===== config.mk =====
export PLATFORM = sky130hd
export DESIGN_NAME = timepulse_phase_sequencer
export DESIGN_NICKNAME = d
export VERILOG_FILES = /design/src/rtl/timepulse_phase_sequencer.sv
export SDC_FILE = /design/constraint.sdc
export NUM_CORES = 1
export LEC_CHECK = 0
export CAP_MARGIN = 15
export CORE_UTILIZATION = 45
export CTS_BUF_LIST = sky130_fd_sc_hd__clkbuf_8
export DETAILED_ROUTE_END_ITERATION = 8
export GPL_TIMING_DRIVEN = 0
export PLACE_DENSITY = 0.83
export SETUP_SLACK_MARGIN = 0.3
export SLEW_MARGIN = 20
export SYNTH_ARGS = -nofsm -noshare
export SYNTH_HDL_FRONTEND = slang
export SYNTH_SLANG_ARGS = --single-unit

===== constraint.sdc =====
create_clock -name SIM_CLK -period 4.7 [get_ports SIM_CLK]
set_input_delay 1.175 -clock SIM_CLK [delete_from_list [all_inputs] [get_ports SIM_CLK]]
set_output_delay 1.175 -clock SIM_CLK [all_outputs]
set_load 0.02 [all_outputs]

===== src/rtl/timepulse_phase_sequencer.sv =====
// ---------------------------------------------------------------------------
// timepulse_phase_sequencer
//
// Free-running timepulse / phase sequencer for the service-gate strobes.
// A memory cycle (MCT) is TP_COUNT timepulses, each split into 8 phases.
// The block supports monitor stop, single-MCT stepping and GOJAM restart.
//
// Ports:
//   SIM_CLK   clock, all state changes on the rising edge
//   SIM_RST   asynchronous active-high reset
//   p4VSW     supply rail, no logic function
//   GND       ground rail, no logic function
//   GOJAM     synchronous restart request (level)
//   MSTP      monitor stop request (level)
//   MSTRT     monitor step, acts on a rising edge
//   T_n       one-hot active-low timepulse lines (bit i low = T(i+1))
//   RT_n      active-low read strobe      (phases 1-2)
//   WT_n      active-low write strobe     (phases 3-4)
//   CT_n      active-low clear strobe     (phase 5)
//   TT_n      active-low transfer strobe  (phase 6)
//   PHASE     current phase index 0..7
//   MCT_END   high during the last timepulse, phase 7
//   STOPPED   high while halted
// ---------------------------------------------------------------------------
module timepulse_phase_sequencer #(
   parameter int TP_COUNT = 12
) (
   input  logic        SIM_CLK,
   input  logic        SIM_RST,
   input  logic        p4VSW,
   input  logic        GND,
   input  logic        GOJAM,
   input  logic        MSTP,
   input  logic        MSTRT,
   output logic [11:0] T_n,
   output logic        RT_n,
   output logic        WT_n,
   output logic        CT_n,
   output logic        TT_n,
   output logic [2:0]  PHASE,
   output logic        MCT_END,
   output logic        STOPPED
);

   typedef enum logic {
      RUN  = 1'b0,
      HALT = 1'b1
   } runState_t;

   localparam logic [3:0] TpLast = 4'(TP_COUNT);

   runState_t  state_q, state_d;
   logic [3:0] tp_q, tp_d;
   logic [2:0] ph_q, ph_d;
   logic       stepPending_q, stepPending_d;
   logic       mstrtSample_q, mstrtHist_q;

   logic       mstrtRise;
   logic       tpLegal;
   logic       haltCheck;

   logic [11:0] tNext;
   logic        rtNext, wtNext, ctNext, ttNext;
   logic        mctEndNext, stoppedNext;

   // The rails carry no logic; they are gathered here so they stay connected.
   logic unusedRails;
   assign unusedRails = p4VSW | GND;

   // Next-state logic. MSTRT is registered once and then compared against
   // the previous sample, so a step edge takes effect one cycle after it is
   // first sampled. GOJAM overrides everything, a halted sequencer sits at
   // T01 ph 0, and any counter value outside 1..TP_COUNT falls back to T01.
   always_comb begin
      mstrtRise     = mstrtSample_q & ~mstrtHist_q;
      tpLegal       = (tp_q != 4'd0) && (tp_q <= TpLast);
      haltCheck     = (tp_q == TpLast) && (ph_q == 3'd7);
      state_d       = state_q;
      tp_d          = tp_q;
      ph_d          = ph_q;
      stepPending_d = stepPending_q;

      if (GOJAM) begin
         state_d       = RUN;
         tp_d          = 4'd1;
         ph_d          = 3'd0;
         stepPending_d = 1'b0;
      end else if (state_q == HALT) begin
         tp_d = 4'd1;
         ph_d = 3'd0;
         if (!MSTP) begin
            state_d = RUN;
         end else if (mstrtRise || stepPending_q) begin
            state_d       = RUN;
            stepPending_d = 1'b0;
         end
      end else if (!tpLegal) begin
         tp_d = 4'd1;
         ph_d = 3'd0;
      end else if (haltCheck) begin
         tp_d = 4'd1;
         ph_d = 3'd0;
         if (MSTP && !stepPending_q) begin
            state_d       = HALT;
            stepPending_d = mstrtRise;
         end else if (MSTP && stepPending_q) begin
            stepPending_d = 1'b0;
         end else begin
            stepPending_d = stepPending_q | mstrtRise;
         end
      end else begin
         ph_d          = ph_q + 3'd1;
         stepPending_d = stepPending_q | mstrtRise;
         if (ph_q == 3'd7) begin
            tp_d = tp_q + 4'd1;
         end
      end
   end

   // Output decode of the next state, so the registered outputs always agree
   // with the state registers they sit beside. Halt blanks every line.
   always_comb begin
      tNext       = '1;
      rtNext      = 1'b1;
      wtNext      = 1'b1;
      ctNext      = 1'b1;
      ttNext      = 1'b1;
      mctEndNext  = 1'b0;
      stoppedNext = (state_d == HALT);
      if (state_d == RUN) begin
         for (int i = 0; i < 12; i++) begin
            tNext[i] = (tp_d != 4'(i + 1));
         end
         rtNext     = !((ph_d == 3'd1) || (ph_d == 3'd2));
         wtNext     = !((ph_d == 3'd3) || (ph_d == 3'd4));
         ctNext     = (ph_d != 3'd5);
         ttNext     = (ph_d != 3'd6);
         mctEndNext = (tp_d == TpLast) && (ph_d == 3'd7);
      end
   end

   // State and output registers, cleared to T01 ph 0 in RUN on reset.
   always_ff @(posedge SIM_CLK or posedge SIM_RST) begin
      if (SIM_RST) begin
         state_q       <= RUN;
         tp_q          <= 4'd1;
         ph_q          <= 3'd0;
         stepPending_q <= 1'b0;
         mstrtSample_q <= 1'b0;
         mstrtHist_q   <= 1'b0;
         T_n           <= 12'hFFE;
         RT_n          <= 1'b1;
         WT_n          <= 1'b1;
         CT_n          <= 1'b1;
         TT_n          <= 1'b1;
         PHASE         <= 3'd0;
         MCT_END       <= 1'b0;
         STOPPED       <= 1'b0;
      end else begin
         state_q       <= state_d;
         tp_q          <= tp_d;
         ph_q          <= ph_d;
         stepPending_q <= stepPending_d;
         mstrtSample_q <= MSTRT;
         mstrtHist_q   <= mstrtSample_q;
         T_n           <= tNext;
         RT_n          <= rtNext;
         WT_n          <= wtNext;
         CT_n          <= ctNext;
         TT_n          <= ttNext;
         PHASE         <= ph_d;
         MCT_END       <= mctEndNext;
         STOPPED       <= stoppedNext;
      end
   end

endmodule


# Word-level counts from Yosys, hierarchy flattened
# Cells that the tools add are included.
# classes
add_sub_neg	2
magnitude_cmp	1
n_eq_ne	24
mux	30
n_bitwise	3
n_reduce_logical	14
# op_table
op	n
two-way mux 1 bit	20
two-way mux 4 bit	5
!= test 4 bit, second input constant	5
!= test 4 x 3 -> 1 bit, second input constant	4
two-way mux 12 bit	1
two-way mux 3 bit	4
== test 3 bit, second input constant	3
!= test 3 bit, second input constant	3
== test 4 bit, second input constant	2
!= test 4 x 2 -> 1 bit, second input constant	2
== test 3 x 2 -> 1 bit, second input constant	2
logical AND 1 bit	5
adder 4 x 1 -> 4 bit, second input constant	1
<= comparator 4 bit, second input constant	1
!= test 4 x 1 -> 1 bit, second input constant	1
nonzero test 4 bit	1
adder 3 x 1 -> 3 bit, second input constant	1
== test 3 x 1 -> 1 bit, second input constant	1
logical NOT 1 bit	3
logical OR 1 bit	3
!= test 3 x 2 -> 1 bit, second input constant	1
AND reduction 3 bit	1
nonzero test 3 bit	1
AND 1 bit	1
other kinds (2)	2
# word_totals
register_bits	28
word_cells	86

# Longest topological paths before layout
# Gate-level depths: netlist of the first run.
# depth
word_depth	10
mapped_depth	7

# Worst setup path after synthesis of the first run
# No wires, ideal clock.
# synth_path
path_kind	input port to flip-flop
from	input port GOJAM
to	register T_n[3]
setup_time_ns	0.093
arrival_time_ns	2.008
slack_ns	2.598
stages	4
cell_sequence	nor2_1 -> o211ai_1 -> nor3b_1 -> nand2_1
# synth_via
elab_chain_cells	3
word_cells_on_any_way	4
cone_classes	1 x eq/ne; 3 x mux
# synth_lines
element	line	rtl
from (decl)	32	input logic GOJAM,
two-way mux 4 bit	83	if (GOJAM) begin
!= test 4 x 3 -> 1 bit	132	tNext[i] = (tp_d != 4'(i + 1));
two-way mux 12 bit (*)	130	if (state_d == RUN) begin
named net tNext[3]	62	logic [11:0] tNext;
to (signal assigned)	166	T_n <= tNext;
to (decl)	35	output logic [11:0] T_n,
# The timed path passes the listed nets; every way through them passes the cells marked *.
# A chain may end at the register's enable or synchronous reset.

# Worst setup path in the final report of the first run
# layout_path
from	input port GOJAM
to	register T_n[4]
# Same word-level chain as after synthesis.

==> flow_summary.json, run 1 <==
{
  "clock-sinks": 28,
  "cts_made_buffers": 3,
  "cts_resized": 0,
  "synthToLayoutAreaGrowth_pct": 28.0,
  "yosys_most_used_dff": "dfstp_2",
  "antenna_found_initial": 0,
  "sw_frac_of_total": 0.219,
  "cts_root_buffer": "clkbuf_8",
  "synth-xor-area-share": 0.0272,
  "path_depth": 5,
  "syn_area_um2": 1290,
  "path_buf_inv": 1,
  "cap_violations": 0,
  "wl_per_cell_um": 14.7,
  "placed_cells": 169,
  "syn_inst": 113,
  "core_area_um2": 2730,
  "ys_types": 40,
  "synthesis.nets": 125,
  "critPathKind": "input port to flip-flop",
  "clock.fmax_ghz": 0.380,
  "io_pins": 28,
  "power.leakage_nw": 0.674,
  "grt_max_degree": 29,
  "yosys.area_share.adder": 0.0486,
  "grt_pass1_vias": 931,
  "clock_latency_ns": 0.28,
  "final_layout_size_suffix_gt1_frac": 0.239,
  "internal_power_mw": 0.386,
  "synth_area_per_cell_um2": 11.4,
  "final_hold_viol_count": 0,
  "finalInstanceArea_um2": 1650,
  "place_area_um2": 1580,
  "end_kind": "flip-flop",
  "multiInputGateArea_um2": 524,
  "setup-violations-final": 0,
  "synth_top_family_by_area": "simple AND/OR/NAND/NOR gates",
  "powerDensity_nw_per_um2": 300,
  "p_clk_frac": 0.385,
  "critPathMaxStageDelay_ns": 0.52,
  "start_kind": "input port",
  "min_period_ns": 2.63,
  "worst_r2r_path_depth": 7,
  "die_w_um": 55.5,
  "worst_slew_pin_slew_ns": 0.949,
  "diodes": 0,
  "synth_compound_area_frac": 0.120,
  "yosysWarnings": 0,
  "critPathRequiredTime_ns": 4.89,
  "die_height_um": 55.5,
  "ir_drop_v": 0.000223,
  "status": "completed",
  "critPathSlowestCell": "nor3b_1",
  "synth-simple-area-share": 0.204,
  "dr.pass1.iters": 4,
  "seq_power_share": 0.513,
  "cts_setup_buffers": 0,
  "crit_arrival_ns": 2.82,
  "dr_total_vias": 974,
  "dp_hpwl_mm": 1.83,
  "p_sw_mw": 0.108,
  "postRouteAntennaNets": 0,
  "finalWirelength_mm": 2.55,
  "p_comb_frac": 0.103,
  "viasPerCell": 5.63,
  "fin_crit_sh": 0.559,
  "muxShareOfSynthArea": 0.00777,
  "fillers": 219,
  "worst-path-max-fanout": 7,
  "nNetsFinal": 155,
  "drt_iter0_markers": 20,
  "synth_edf_count": 0,
  "die_area_um2": 3080,
  "ys_seq_area_frac": 0.560,
  "relSlewSlack": 0.363,
  "ys_ff_latch": 28,
  "grt_pass1_wl_mm": 4.28,
  "grt-ovfl-total": 0,
  "clock_path_buffers": 2,
  "io_buffers": 25,
  "hold_depth": 0,
  "rsz0062_at_grt": "false",
  "initial_core_util": 0.471,
  "finalWeightedCongestion": 0.811,
  "clk_pin_slew_ns": 0.10,
  "drc": 0,
  "synthArstFlopShare": 1.00,
  "ctsHoldBuffers": 0,
  "hold_class": "flip-flop to flip-flop",
  "rows": 19,
  "cts_max_level": 1,
  "layout.area.seq_um2": 721,
  "cts_tree": "done",
  "clock_skew_ns": 0.00639,
  "cp_cell_sequence": "clkdlybuf4s50_1 -> nor2_1 -> o211ai_1 -> nor3b_1 -> nand2_1",
  "layout.cells.non_filler": 173,
  "finalSetupTns_ns": 0,
  "path_delay_family": "simple AND/OR/NAND/NOR gates",
  "grtUsageTotal": 0.177,
  "slew_viol_final": 0
}
placed cells by master (no fill, tap or decap), types with 2 or more instances in the layout:
| cell | instances |
|---|---|
| and2_1 | 2 |
| buf_6 | 2 |
| clkbuf_8 | 3 |
| clkdlybuf4s50_1 | 25 |
| dfrtp_1 | 12 |
| dfstp_2 | 16 |
| ha_1 | 5 |
| inv_1 | 3 |
| nand2_1 | 21 |
| nand4_1 | 3 |
| nor2_1 | 7 |
| nor2b_1 | 2 |
| nor3_1 | 2 |
| nor3b_1 | 4 |
| o211ai_1 | 3 |
| o21ai_0 | 2 |
| xor2_1 | 3 |
per-stage QoR:
step                       util  worst slack [ns]  hold slack, ns  total power, mW
after detailed placement  0.577              1.80           0.362            0.308
after global routing      0.603              1.87           0.404            0.510
after floorplan               -              2.60           0.347            0.288
after CTS                 0.603              2.11           0.383            0.497
final                     0.603              2.07           0.383            0.494
after global placement    0.577              1.90           0.355            0.306
power by group through the flow:
stage / combinational, mW / sequential (mW) / clock (mW)
2_1_floorplan: 0.0242 / 0.263 / 0
3_3_place_gp: 0.0488 / 0.257 / 0
3_5_place_dp: 0.0508 / 0.257 / 0
4_1_cts: 0.0512 / 0.253 / 0.192
5_1_grt: 0.0561 / 0.254 / 0.200
6_report: 0.0507 / 0.253 / 0.190
worst register-to-register path: cells and delay by family (launching register included):
kind,cells,cell delay (ns)
simple gates,3,0.90
flops,1,0.57
compound gates,1,0.25
fa+ha+maj,1,0.20
buf+inv,2,0.19
cell type report:
cell class,count,share of cell area
buffer,3,0.0167
clock buffer,3,0.0251
clock inverter,1,0.0182
inverter,4,0.00911
multi-input combinational,78,0.318
sequential,28,0.437
tap,31,0.0235
timing repair buffer,25,0.152
cells in the mapped netlist (all sizes together) (2+ instances only):
library cell,instances,area (um^2)
nand2,21,78.8
buf,3,27.5
o211ai,3,22.5
ha,5,62.6
inv,4,15.0
nor3b,4,30.0
and3,2,13.8
nand4,3,18.8
nor2b,2,12.5
nor3,2,10.0
nor2,8,32.5
o21ai,3,18.8
and2,3,20.0
dfstp,16,420
dfrtp,12,300
xor2,3,26.3
layer usage:
layer,track usage,share of wire,up-vias
met5,0,0,-
met4,0.0607,0.0082,0
met3,0.0281,0.041,3
met2,0.325,0.53,32
met1,0.209,0.42,486
li1,-,-,453
worst paths after layout:
| check | startpoint | slack (ns) | to |
|---|---|---|---|
| setup / recovery | GOJAM | 2.07 | T_n[4] |
| hold / removal | mstrtSample_q | 0.38 | mstrtHist_q |
| setup reg to reg | tp_q[0] | 2.52 | T_n[4] |
| hold reg to reg | mstrtSample_q | 0.38 | mstrtHist_q |
| max in group asynchronous | SIM_RST | 2.96 | T_n[0] |
| min in group asynchronous | SIM_RST | 1.29 | MCT_END |
cell families (layout without fill, tap and decap cells):
kind of cell	Yosys count	after routing
compound gates	17	17
mux	1	1
buf+inv	7	36
flops	28	28
fa+ha+maj	5	5
xor+xnor	4	4
simple gates	51	51
state kept, by name, indices dropped and copies added (netlist names):
register       count
mstrtSample_q      1
state_q            1
tp_q               4
CT_n               1
MCT_END            1
T_n               12
TT_n               1
stepPending_q      1
RT_n               1
WT_n               1
ph_q               3
mstrtHist_q        1
Note: power is estimated with default switching activity, not from simulation.
==> inputs of run 2 (changes only) <==
Settings changed: PLACE_DENSITY 0.83 to 0.86.
Clock period 4.7 ns to 2.3 ns, I/O delays scaled along.
==> run 2 against run 1 <==
  * Clock-buffer cell count unchanged
  * Sequential power increased by 100%
  * Register-to-register slack got worse by 2.2 ns
  * Total power increased by 110%
  * Combinational power increased by 120%
  * Via count increased by 4.4%
  * Cell count increased by 5.2%
  * Highest routed layer unchanged
==> flow_summary.json, run 2 (same netlist as run 1, synthesis figures left out) <==
{
  "status": "completed",
  "r2r-start": "tp_q[1]",
  "critPathSlowestCell": "clkdlybuf4s50_1",
  "internal_power_mw": 0.792,
  "final_layout_size_suffix_gt1_frac": 0.371,
  "finalSetupTns_ns": 0,
  "dr_total_vias": 1017,
  "critPathRequiredTime_ns": 1.73,
  "dr.pass1.iters": 4,
  "place_area_um2": 1580,
  "clock-sinks": 28,
  "die_area_um2": 3080,
  "cts_tree": "done",
  "grt_pass1_wl_mm": 4.37,
  "largest_register_ffs": 12,
  "rows": 19,
  "p_clk_frac": 0.382,
  "die_height_um": 55.5,
  "critPathKind": "flip-flop to output port",
  "fin_util": 0.678,
  "synthToLayoutAreaGrowth_pct": 44.0,
  "clock_skew_ns": 0.00739,
  "clock_latency_ns": 0.28,
  "worst_slew_pin_slew_ns": 0.935,
  "grtUsageMet2": 0.343,
  "worst-path-max-fanout": 1,
  "p_sw_mw": 0.227,
  "postRouteAntennaNets": 0,
  "met1_usage": 0.200,
  "drt_iter0_markers": 45,
  "cp_cell_sequence": "clkdlybuf4s50_1",
  "placed_cells": 169,
  "finalWeightedCongestion": 0.760,
  "start_kind": "flip-flop",
  "setup-violations-final": 0,
  "layout.cells.non_filler": 182,
  "fillers": 200,
  "final_common_cell": "nand2_1",
  "viasPerCell": 5.59,
  "reg.largest.list": "T_n (12), tp_q (4), ph_q (3)",
  "io_buffers": 25,
  "regMostFlops": "T_n",
  "ir_drop_v": 0.000450,
  "antenna_found_initial": 0,
  "place_ws_ns": 0.0519,
  "slew_viol_final": 0,
  "dp_hpwl_mm": 1.87,
  "grt_max_degree": 29,
  "cap_violations": 0,
  "most-common-layout-cells": "nand2_1, dfstp_2, clkdlybuf4s50_1",
  "cts_root_buffer": "clkbuf_8",
  "reg2reg_to": "T_n[0]",
  "total_power_mw": 1.02,
  "core_area_um2": 2730,
  "relSlewSlack": 0.373,
  "use_met3": 0.0328,
  "fin_crit_sh": 0.855,
  "hold_ws_ns": 0.378,
  "finalInstanceArea_um2": 1850,
  "grt.busiest_layer": "met2",
  "nNetsFinal": 164,
  "io_pins": 28,
  "min_to": "mstrtHist_q",
  "clock_path_buffers": 2,
  "grtUsageTotal": 0.182,
  "die_w_um": 55.5,
  "p_comb_frac": 0.111,
  "final_hold_viol_count": 0,
  "grt-ovfl-total": 0,
  "rsz0062_at_grt": "false",
  "regToRegSetupSlack_ns": 0.36,
  "wl_per_cell_um": 16.0,
  "cts_made_buffers": 3,
  "powerDensity_nw_per_um2": 550,
  "crit_arrival_ns": 1.39,
  "cts_max_level": 1,
  "hold_class": "flip-flop to flip-flop",
  "seq_power_share": 0.508,
  "hold_depth": 0,
  "diodes": 0,
  "initial_core_util": 0.471,
  "min_from": "mstrtSample_q",
  "setup_slack_ns": 0.334,
  "clk_pin_slew_ns": 0.09,
  "clock.fmax_ghz": 0.509,
  "finalWirelength_mm": 2.92,
  "min_period_ns": 1.97,
  "end_kind": "output port",
  "critPathMaxStageDelay_ns": 0.59,
  "worst_r2r_path_depth": 7,
  "path_buf_inv": 1,
  "grt_pass1_vias": 961,
  "sw_frac_of_total": 0.223,
  "ctsHoldBuffers": 0,
  "drc": 0,
  "path_delay_family": "buffers and inverters",
  "power.leakage_nw": 0.752
}
run 2: layout make-up:
type / instances / area (um^2) / share of cell area
tap: 31 / 38.8 / 0.0209
clock inverter: 1 / 30.0 / 0.0162
sequential: 28 / 722 / 0.389
buffer: 3 / 30.0 / 0.0162
clock buffer: 3 / 41.3 / 0.0223
multi-input combinational: 78 / 634 / 0.342
inverter: 4 / 15.0 / 0.00810
timing repair buffer: 34 / 343 / 0.185
run 2: worst max path at each step:
stage / from / end / slack [ns] / cells after the start
floorplan: ph_q[0] / T_n[3] / 0.41 / 7
global placement: GOJAM / T_n[3] / 0.12 / 5
detailed placement: GOJAM / T_n[10] / 0.05 / 5
CTS: ph_q[0] / T_n[0] / 0.29 / 7
global route: tp_q[1] / T_n[0] / 0.29 / 7
finish: T_n[4] / T_n[4] / 0.33 / 1
run 2: power by group through the flow:
stage	logic [mW]	registers, mW	clock network [mW]
6_report	0.113	0.518	0.389
3_5_place_dp	0.104	0.526	0
3_3_place_gp	0.100	0.526	0
2_1_floorplan	0.0495	0.538	0
5_1_grt	0.122	0.519	0.411
4_1_cts	0.107	0.518	0.396
run 2: timing repair:
| action | 4_1_cts | 5_1_grt |
|---|---|---|
| resized for setup | 6 | 27 |
| cloned | 0 | 1 |
| pin swaps | 1 | 6 |
| setup endpoints to repair | 11 | 26 |
| setup buffers | 1 | 7 |
run 2: layer usage:
metal  share of wire  up-vias  wire length [um]
met2            0.54       45              1570
met3           0.051        7               148
met4           0.021        0                60
met5               0        -                 0
met1            0.39      498              1140
li1                -      467                 -
==> inputs of run 3 (changes only) <==
Settings changed: CORE_MARGIN set to 1.5, GPL_ROUTABILITY_DRIVEN set to 0.
==> run 3 against run 2 <==
  * Routed wire length rose by 1.2%
  * Final area is 0.81% lower
  * Sequential share of layout area is 0.32 points higher
  * Non-clock buffer count is 1 lower
  * First-iteration DRC count fell by 67%
  * Critical path depth is the same
  * Via count is 0.29% lower
  * Global-route usage is 0.19 points lower
  * Largest cell class unchanged
==> flow_summary.json, run 3 (same netlist as run 1, synthesis figures left out) <==
{
  "status": "completed",
  "finalSetupTns_ns": 0,
  "powerDensity_nw_per_um2": 555,
  "die_height_um": 56.5,
  "place_area_um2": 1580,
  "ir_drop_v": 0.000506,
  "cts_max_level": 1,
  "critPathMaxStageDelay_ns": 0.60,
  "crit_arrival_ns": 1.41,
  "clock_skew_ns": 0.000764,
  "power.leakage_nw": 0.748,
  "critPathSlowestCell": "clkdlybuf4s50_1",
  "synthToLayoutAreaGrowth_pct": 42.9,
  "rows": 19,
  "placed_cells": 169,
  "grt_pass1_vias": 994,
  "setup-violations-final": 0,
  "worst-path-max-fanout": 1,
  "antenna_found_initial": 0,
  "clock_latency_ns": 0.27,
  "core_area_um2": 2730,
  "cts_made_buffers": 3,
  "fin_crit_sh": 0.863,
  "dr_total_vias": 1014,
  "cts_root_buffer": "clkbuf_8",
  "path_buf_inv": 1,
  "finalInstanceArea_um2": 1840,
  "viasPerCell": 5.60,
  "die_area_um2": 3190,
  "die_w_um": 56.5,
  "grtUsageTotal": 0.180,
  "wl_per_cell_um": 16.3,
  "grt_max_degree": 29,
  "postRouteAntennaNets": 0,
  "dp_hpwl_mm": 1.90,
  "final_common_cell": "nand2_1",
  "initial_core_util": 0.471,
  "relSlewSlack": 0.352,
  "dr.pass1.iters": 4,
  "final_layout_size_suffix_gt1_frac": 0.367,
  "most-common-layout-cells": "nand2_1, clkdlybuf4s50_1, dfstp_2",
  "cp_cell_sequence": "clkdlybuf4s50_1",
  "place_ws_ns": 0.0364,
  "multiInputGateArea_um2": 634,
  "grt-ovfl-total": 0,
  "path_delay_family": "buffers and inverters",
  "fin_util": 0.673,
  "diodes": 0,
  "drc": 0,
  "finalWirelength_mm": 2.95,
  "slew_viol_final": 0,
  "clock-sinks": 28,
  "fillers": 194,
  "io_pins": 28,
  "regMostFlops": "T_n",
  "worst_slew_pin_slew_ns": 0.966,
  "setup_slack_ns": 0.314,
  "clock.fmax_ghz": 0.504,
  "io_buffers": 25,
  "final_hold_viol_count": 0,
  "end_kind": "output port",
  "clock_path_buffers": 2,
  "nNetsFinal": 163,
  "layout.cells.non_filler": 181,
  "cap_violations": 0,
  "start_kind": "flip-flop",
  "layout.area.seq_um2": 722,
  "reg.largest.list": "T_n (12), tp_q (4), ph_q (3)",
  "critPathKind": "flip-flop to output port",
  "largest_register_ffs": 12,
  "rsz0062_at_grt": "true",
  "ctsHoldBuffers": 0,
  "critPathRequiredTime_ns": 1.73,
  "min_period_ns": 1.99,
  "grt_pass1_wl_mm": 4.41,
  "clk_pin_slew_ns": 0.09,
  "drt_iter0_markers": 15,
  "cts_tree": "done",
  "hold_class": "flip-flop to flip-flop"
}
## run 3: worst register-to-register path, delay by kind of cell, from the launching register on
kind | cells | cell delay (ns)
flops | 1 | 0.59
simple gates | 2 | 0.46
compound gates | 2 | 0.46
buf+inv | 2 | 0.18
fa+ha+maj | 1 | 0.18
## run 3: final timing paths
| check | startpoint | end | slack (ns) | depth (start not counted) |
|---|---|---|---|---|
| max | T_n[6] | T_n[6] | 0.31 | 1 |
| min reg2reg | mstrtSample_q | mstrtHist_q | 0.38 | 0 |
| min | mstrtSample_q | mstrtHist_q | 0.38 | 0 |
| max in group asynchronous | SIM_RST | tp_q[1] | 1.11 | 2 |
| max reg2reg | tp_q[0] | MCT_END | 0.36 | 7 |
| min in group asynchronous | SIM_RST | tp_q[2] | 0.70 | 2 |
## run 3: layout make-up
type / count / area share
inverter: 4 / 0.00816
multi-input combinational: 78 / 0.345
sequential: 28 / 0.393
clock inverter: 1 / 0.0163
tap: 31 / 0.0211
clock buffer: 3 / 0.0224
buffer: 3 / 0.0163
timing repair buffer: 33 / 0.178
## run 3: routing by layer
layer | up-vias | part of all wire | GRT usage
met1 | 495 | 0.38 | 0.201
met5 | - | 0 | 0
met2 | 43 | 0.54 | 0.319
li1 | 467 | - | -
met3 | 9 | 0.058 | 0.0300
met4 | 0 | 0.024 | 0.105
## run 3: through the flow
step                      hold WS, ns  total power, mW
final                           0.377             1.02
after floorplan                 0.347            0.588
after global routing            0.402             1.05
after detailed placement        0.359            0.630
after CTS                       0.380             1.02
after global placement          0.354            0.625
## run 3: where the power goes
group	internal, mW	switching (mW)	leakage (nW)	total (mW)
logic	0.0500	0.0649	0.386	0.115
clock network	0.233	0.154	0.0357	0.387
registers	0.511	0.00791	0.326	0.519
## run 3: what timing repair did
item | in CTS | in global routing
resized for setup | 7 | 21
setup buffers | 2 | 6
pin swaps | 2 | 5
setup endpoints to repair | 15 | 23
